[src/rtl/vid_fb_scan.sv]
// Framebuffer scan-out: programmable sync generator plus 2-stage async SRAM read pipeline.
// Optional macro VID_TESTPAT_EN adds a 'testpat' input that swaps SRAM data for 8 colour bars.
module vid_fb_scan #(
  parameter int H_FRONT    = 48,
  parameter int H_SYNC     = 112,
  parameter int H_BACK     = 248,
  parameter int H_VIS      = 1280,
  parameter int V_FRONT    = 1,
  parameter int V_SYNC     = 3,
  parameter int V_BACK     = 38,
  parameter int V_VIS      = 1024,
  parameter int SRAM_AW    = 18,
  parameter int LINE_SHIFT = 9,
  parameter int COLOR_W    = 4
) (
  input  logic               clk,
  input  logic               rst_n,
  input  logic [SRAM_AW-1:0] base_addr,
  input  logic               zoom_x,
  input  logic               zoom_y,
  input  logic [2:0]         ch_en,
`ifdef VID_TESTPAT_EN
  input  logic               testpat,
`endif
  input  logic [15:0]        sram_dq,
  output logic [SRAM_AW-1:0] sram_addr,
  output logic               sram_ce_n,
  output logic               sram_oe_n,
  output logic               sram_we_n,
  output logic               sram_lb_n,
  output logic               sram_ub_n,
  output logic [COLOR_W-1:0] r,
  output logic [COLOR_W-1:0] g,
  output logic [COLOR_W-1:0] b,
  output logic               hs,
  output logic               vs,
  output logic               de,
  output logic               frame_start
);

  localparam int H_OFF   = H_FRONT + H_SYNC + H_BACK;
  localparam int H_TOTAL = H_OFF + H_VIS;
  localparam int V_OFF   = V_FRONT + V_SYNC + V_BACK;
  localparam int V_TOTAL = V_OFF + V_VIS;
  localparam int HW      = $clog2(H_TOTAL);
  localparam int VW      = $clog2(V_TOTAL);

  localparam logic [HW-1:0] H_LAST = HW'(H_TOTAL - 1);
  localparam logic [HW-1:0] HS_BEG = HW'(H_FRONT);
  localparam logic [HW-1:0] HS_END = HW'(H_FRONT + H_SYNC);
  localparam logic [HW-1:0] HV_BEG = HW'(H_OFF);
  localparam logic [VW-1:0] V_LAST = VW'(V_TOTAL - 1);
  localparam logic [VW-1:0] VS_BEG = VW'(V_FRONT);
  localparam logic [VW-1:0] VS_END = VW'(V_FRONT + V_SYNC);
  localparam logic [VW-1:0] VV_BEG = VW'(V_OFF);

  logic [HW-1:0]      hcnt_q, hcnt_d;
  logic [VW-1:0]      vcnt_q, vcnt_d;
  logic               frame_end;
  logic [SRAM_AW-1:0] base_l_q;
  logic               zoom_x_l_q, zoom_y_l_q;

  // Stage-0 decodes (counter domain)
  logic               hs0, vs0, vis0, fs0, rd0;
  logic [HW-1:0]      x, x_eff;
  logic [VW-1:0]      y, y_eff;
  logic [SRAM_AW-1:0] addr0;

  // Stage-1 and stage-2 registers
  logic [SRAM_AW-1:0] sram_addr_q;
  logic               strobe_n_q;
  logic               hs1_q, vs1_q, vis1_q, fs1_q;
  logic               hs2_q, vs2_q, de2_q, fs2_q;
  logic [COLOR_W-1:0] r_q, g_q, b_q;
  logic [COLOR_W-1:0] r_src, g_src, b_src;
  logic               dq_unused;

  always_comb begin
    frame_end = 1'b0;
    hcnt_d    = hcnt_q + HW'(1);
    vcnt_d    = vcnt_q;
    if (hcnt_q == H_LAST) begin
      hcnt_d = '0;
      if (vcnt_q == V_LAST) begin
        vcnt_d    = '0;
        frame_end = 1'b1;
      end else begin
        vcnt_d = vcnt_q + VW'(1);
      end
    end
  end

  always_ff @(posedge clk or negedge rst_n) begin
    if (!rst_n) begin
      hcnt_q     <= '0;
      vcnt_q     <= '0;
      base_l_q   <= '0;
      zoom_x_l_q <= 1'b0;
      zoom_y_l_q <= 1'b0;
    end else begin
      hcnt_q <= hcnt_d;
      vcnt_q <= vcnt_d;
      // Page flip and zoom only take effect on a whole-frame boundary
      if (frame_end) begin
        base_l_q   <= base_addr;
        zoom_x_l_q <= zoom_x;
        zoom_y_l_q <= zoom_y;
      end
    end
  end

  always_comb begin
    hs0   = !((hcnt_q >= HS_BEG) && (hcnt_q < HS_END));
    vs0   = !((vcnt_q >= VS_BEG) && (vcnt_q < VS_END));
    vis0  = (hcnt_q >= HV_BEG) && (vcnt_q >= VV_BEG);
    fs0   = (hcnt_q == '0) && (vcnt_q == '0);
    x     = hcnt_q - HV_BEG;
    y     = vcnt_q - VV_BEG;
    x_eff = zoom_x_l_q ? (x >> 1) : x;
    y_eff = zoom_y_l_q ? (y >> 1) : y;
    addr0 = base_l_q + (SRAM_AW'(y_eff) << LINE_SHIFT) + SRAM_AW'(x_eff);
  end

`ifdef VID_TESTPAT_EN
  localparam int BAR_W = (H_VIS / 8 > 0) ? H_VIS / 8 : 1;
  logic [2:0] bar0, bar1_q;
  logic       tp1_q;

  assign bar0 = 3'(32'(x) / BAR_W);
  assign rd0  = vis0 & ~testpat;

  always_ff @(posedge clk or negedge rst_n) begin
    if (!rst_n) begin
      bar1_q <= '0;
      tp1_q  <= 1'b0;
    end else begin
      bar1_q <= bar0;
      tp1_q  <= testpat;
    end
  end
`else
  assign rd0 = vis0;
`endif

  always_ff @(posedge clk or negedge rst_n) begin
    if (!rst_n) begin
      sram_addr_q <= '0;
      strobe_n_q  <= 1'b1;
      hs1_q       <= 1'b1;
      vs1_q       <= 1'b1;
      vis1_q      <= 1'b0;
      fs1_q       <= 1'b0;
    end else begin
      hs1_q  <= hs0;
      vs1_q  <= vs0;
      vis1_q <= vis0;
      fs1_q  <= fs0;
      if (rd0) begin
        sram_addr_q <= addr0;
        strobe_n_q  <= 1'b0;
      end else begin
        strobe_n_q  <= 1'b1;
      end
    end
  end

  always_comb begin
    r_src = sram_dq[15 -: COLOR_W];
    g_src = sram_dq[10 -: COLOR_W];
    b_src = sram_dq[4 -: COLOR_W];
`ifdef VID_TESTPAT_EN
    if (tp1_q) begin
      r_src = {COLOR_W{bar1_q[2]}};
      g_src = {COLOR_W{bar1_q[1]}};
      b_src = {COLOR_W{bar1_q[0]}};
    end
`endif
  end

  always_ff @(posedge clk or negedge rst_n) begin
    if (!rst_n) begin
      r_q   <= '0;
      g_q   <= '0;
      b_q   <= '0;
      hs2_q <= 1'b1;
      vs2_q <= 1'b1;
      de2_q <= 1'b0;
      fs2_q <= 1'b0;
    end else begin
      r_q   <= (vis1_q && ch_en[2]) ? r_src : '0;
      g_q   <= (vis1_q && ch_en[1]) ? g_src : '0;
      b_q   <= (vis1_q && ch_en[0]) ? b_src : '0;
      hs2_q <= hs1_q;
      vs2_q <= vs1_q;
      de2_q <= vis1_q;
      fs2_q <= fs1_q;
    end
  end

  // Low-order RGB565 bits beyond COLOR_W are intentionally dropped
  assign dq_unused   = ^sram_dq;

  assign sram_addr   = sram_addr_q;
  assign sram_ce_n   = strobe_n_q;
  assign sram_oe_n   = strobe_n_q;
  assign sram_lb_n   = strobe_n_q;
  assign sram_ub_n   = strobe_n_q;
  assign sram_we_n   = 1'b1;
  assign r           = r_q;
  assign g           = g_q;
  assign b           = b_q;
  assign hs          = hs2_q;
  assign vs          = vs2_q;
  assign de          = de2_q;
  assign frame_start = fs2_q;

endmodule

[config.mk]
export PLATFORM = sky130hd
export DESIGN_NAME = vid_fb_scan
export DESIGN_NICKNAME = d
export VERILOG_FILES = /design/src/rtl/vid_fb_scan.sv
export SDC_FILE = /design/constraint.sdc
export NUM_CORES = 1
export LEC_CHECK = 0
export ABC_CLOCK_PERIOD_IN_PS = 5350
export CAP_MARGIN = 20
export CORE_AREA = 2 2 89 156
export CTS_BUF_LIST = sky130_fd_sc_hd__clkbuf_2 sky130_fd_sc_hd__clkbuf_4 sky130_fd_sc_hd__clkbuf_8
export CTS_CLUSTER_SIZE = 24
export DETAILED_ROUTE_END_ITERATION = 16
export DIE_AREA = 0 0 91 158
export PLACE_DENSITY = 0.55
export SLEW_MARGIN = 40
export SYNTH_ARGS = -nofsm -noshare
export SYNTH_HDL_FRONTEND = slang
export SYNTH_SLANG_ARGS = --single-unit
[constraint.sdc]
create_clock -name clk -period 5.35 [get_ports clk]
set_clock_uncertainty 0.05 [all_clocks]
set_input_delay 1.07 -clock clk [delete_from_list [all_inputs] [get_ports clk]]
set_output_delay 1.07 -clock clk [all_outputs]
set_load 0.005 [all_outputs]
==> reports/summary.txt <==
R2R Path End: sram_addr[14]
Die area: 14380 µm²
Synth cell types: 57
Least-Margin Pin Slew: 0.6806 ns
Register Area: 2033 µm²
Run status: completed
Setup TNS: 0 ns
Clock tree sinks: 81
Flop-to-flop setup slack: 1.40 ns
Main synth FF type: dfrtp_1
Sw Share: 0.2584
TritonCTS clock tree: built
Die width: 91 µm
Initial antenna violation count: 0
DRT Pass-1 Iters: 4
Data required, critical path: 5.52 ns
DRC: 0
Largest net degree at the start of global routing: 82
# diodes: 0
Final Max Tran Viols: 0
Fillers: 1343
Clk Latency, worst-skew pair: 0.37 ns
Area Growth Syn to Fin: 21.38%
Initial core utilization: 0.3728
Nets: 655
Final setup fails: 0
Depth of the CTS H-tree: 3
Final wirelength: 11530 µm
Via count: 3890
Top cell type's share of synthesized area: 0.3873
Mean Syn Cell Area: 9.554 µm²
Hold Path Cell Cnt: 0
Hold wc startpoint: hs1_q
YS warnings: 0
RSZ-0062 raised after global routing: false
P_leak: 2.605 nW
Multi-input logic area: 2666 µm²
Congestion Overflow GR: 0
Worst VDD drop: 0.1014 mV
Post-synth top area cell: dfrtp_1
Startpoint Class: flop
Post-DRT Antenna Nets: 0
Post-Syn Nets: 599
Comb pwr share: 0.135
Cells along the critical path: ha_1 -> nor3_1 -> or2_2 -> xnor2_1 -> nor2_1 -> a221oi_1 -> fa_1 -> inv_1 -> ha_1 -> nand2_1 -> a2111o_1 -> a21oi_1 -> mux2i_1 -> o311ai_0
Fmax: 253.3 MHz
Kind of critical path: flop to flop
Root buffer cell: clkbuf_8
WP buf/inv: 1
Post-route minimum period: 3.947 ns
Post-Syn Area: 4911 µm²
Top-count cell post-synth: dfrtp_1
Tcrit/Tclk final: 0.7378
Crit-path slowest cell: dfrtp_1
Seq/Total Area, Yosys: 0.4140
Asr flop ratio synth: 1.000
Part of the power in the clock network: 0.369
Kind of cell adding the most delay to the critical path: compound AO/OA/AOI/OAI gates
# resized after CTS: 0
Post-synth EDFFs: 0
Row count: 56
Crit Path Max Fanout: 9
DR iter-0 viols: 112
Worst Path Arrival: 4.12 ns
Worst R2R Path Depth: 14
DIE HEIGHT: 158 µm
Critical Path End Type: flop
# port buffers: 74
Max Cap Viol: 0
Reg2reg start: hcnt_q[3]
Final GP Congestion: 0.8177
Hold WC Path Type: flop to flop
Slew HR: 0.5463
Design Power: 1.266 mW
Layout cells sized above 1: 0.09217
Post-synthesis register bit count: 81
Hold WS: 0.3105 ns
Crit-path most repeated cell: ha_1
WHS Endpoint: hs
Global-route wire length before repair: 19420 µm
P per Cell Area: 212.4 nW/µm²
Dpl hpwl: 8846 µm
Avg WL per Cell: 15.40 µm
Flop pwr share: 0.495
Max stage delay on crit path: 0.52 ns
Sw power: 327.1 µW
Top post-synthesis cells by area: dfrtp_1 39%, ha_1 10%, nand2_1 4.9%
Internal power: 939.0 µW
Clk slew on worst S/H paths: 0.08 ns
Setup bufs post-CTS: 0
Vias in the first global route: 4001
Total track usage: 0.1700
Clock Path Buffers: 2
Top post-synthesis cells by count: 76 x dfrtp_1, 64 x nand2_1, 41 x ha_1, 36 x o21ai_0, 35 x nor2_1
Core ar.: 13170 µm²
Total CTS buffers: 9
CTS Hold Buffers Added: 0
Worst Setup SP: hcnt_q[3]
Routed vias/inst: 5.194
Final Hold Fails: 0
I/O pin total: 80
Cells after synthesis: 514
-- stage by stage --
step	cell area (µm²)	setup WS, ns	utilization	cells
finish	5961	1.403	0.4525	749
global route	5961	1.054	0.4525	749
global placement	5739	1.503	0.4357	732
floorplan	4911	1.895	-	514
CTS	5951	1.374	0.4517	748
detailed placement	5746	1.422	0.4362	732
-- power by group through the flow --
| stage | clock [mW] | combinational [mW] | sequential (mW) |
|---|---|---|---|
| detailed placement | 0 | 0.171 | 0.639 |
| CTS | 0.486 | 0.173 | 0.627 |
| finish | 0.468 | 0.171 | 0.627 |
| global placement | 0 | 0.169 | 0.639 |
| global route | 0.513 | 0.195 | 0.629 |
| floorplan | 0 | 0.111 | 0.635 |
-- layout make-up --
type	instances	area share
clock inverters	4	0.008816
inverters	21	0.01322
multi-input cells	381	0.4473
clock buffers	12	0.02561
well taps	174	0.03652
flip-flops and latches	81	0.3411
repair buffers	76	0.1274
-- cells by family (layout without fill, tap and decap cells) --
kind of cell / count (synthesis) / count (layout) / share of synthesized area
AOI/OAI and AO/OA: 108 / 108 / 0.1373
xor gates and xnor gates: 33 / 33 / 0.05885
adders and majority gates: 44 / 44 / 0.1167
buffers and inverters: 52 / 113 / 0.04357
DFF: 81 / 81 / 0.4140
muxes: 28 / 28 / 0.06242
other: 1 / 1 / 0.0007636
and+or+nand+nor: 167 / 167 / 0.1664
-- registers in the layout, summed over array words and instances (netlist names) --
register,count
sram_ce_n,1
fs1_q,1
vcnt_q,11
sram_addr,18
vs,1
de,1
zoom_y_l_q,1
hcnt_q,11
vis1_q,1
vs1_q,1
hs1_q,1
g,4
hs,1
b,4
base_l_q,18
zoom_x_l_q,1
r,4
frame_start,1
-- metal layers --
| metal | track usage | vias to the layer above | wire [µm] |
|---|---|---|---|
| met4 | 0.06205 | 0 | 226 |
| met1 | 0.1821 | 1857 | 4531 |
| met5 | 0 | - | 0 |
| li1 | - | 1921 | - |
| met3 | 0.03284 | 17 | 382 |
| met2 | 0.3270 | 95 | 6394 |
-- layout by cell type (no fill, tap or decap), types with 5 or more instances in the layout --
master / count
mux2_2: 21
ha_1: 41
dfstp_2: 5
xnor2_1: 21
o21ai_0: 36
inv_1: 21
xor2_1: 12
nor2_1: 35
mux2i_1: 7
and3_1: 15
clkbuf_8: 11
nand3_1: 10
nand4_1: 10
a21o_1: 7
dfrtp_1: 76
nand2_1: 63
nor3_1: 11
clkdlybuf4s50_1: 73
a21oi_1: 28
-- worst max path at each step --
stage | end | slack [ns] | cells after the start
6_report | sram_addr[14] | 1.40 | 14
2_1_floorplan | sram_addr[14] | 1.90 | 14
5_1_grt | sram_addr[14] | 1.05 | 14
4_1_cts | sram_addr[14] | 1.37 | 14
3_5_place_dp | sram_addr[14] | 1.42 | 14
3_3_place_gp | sram_addr[14] | 1.50 | 14
No activity file was read; power rests on OpenSTA's default activity.
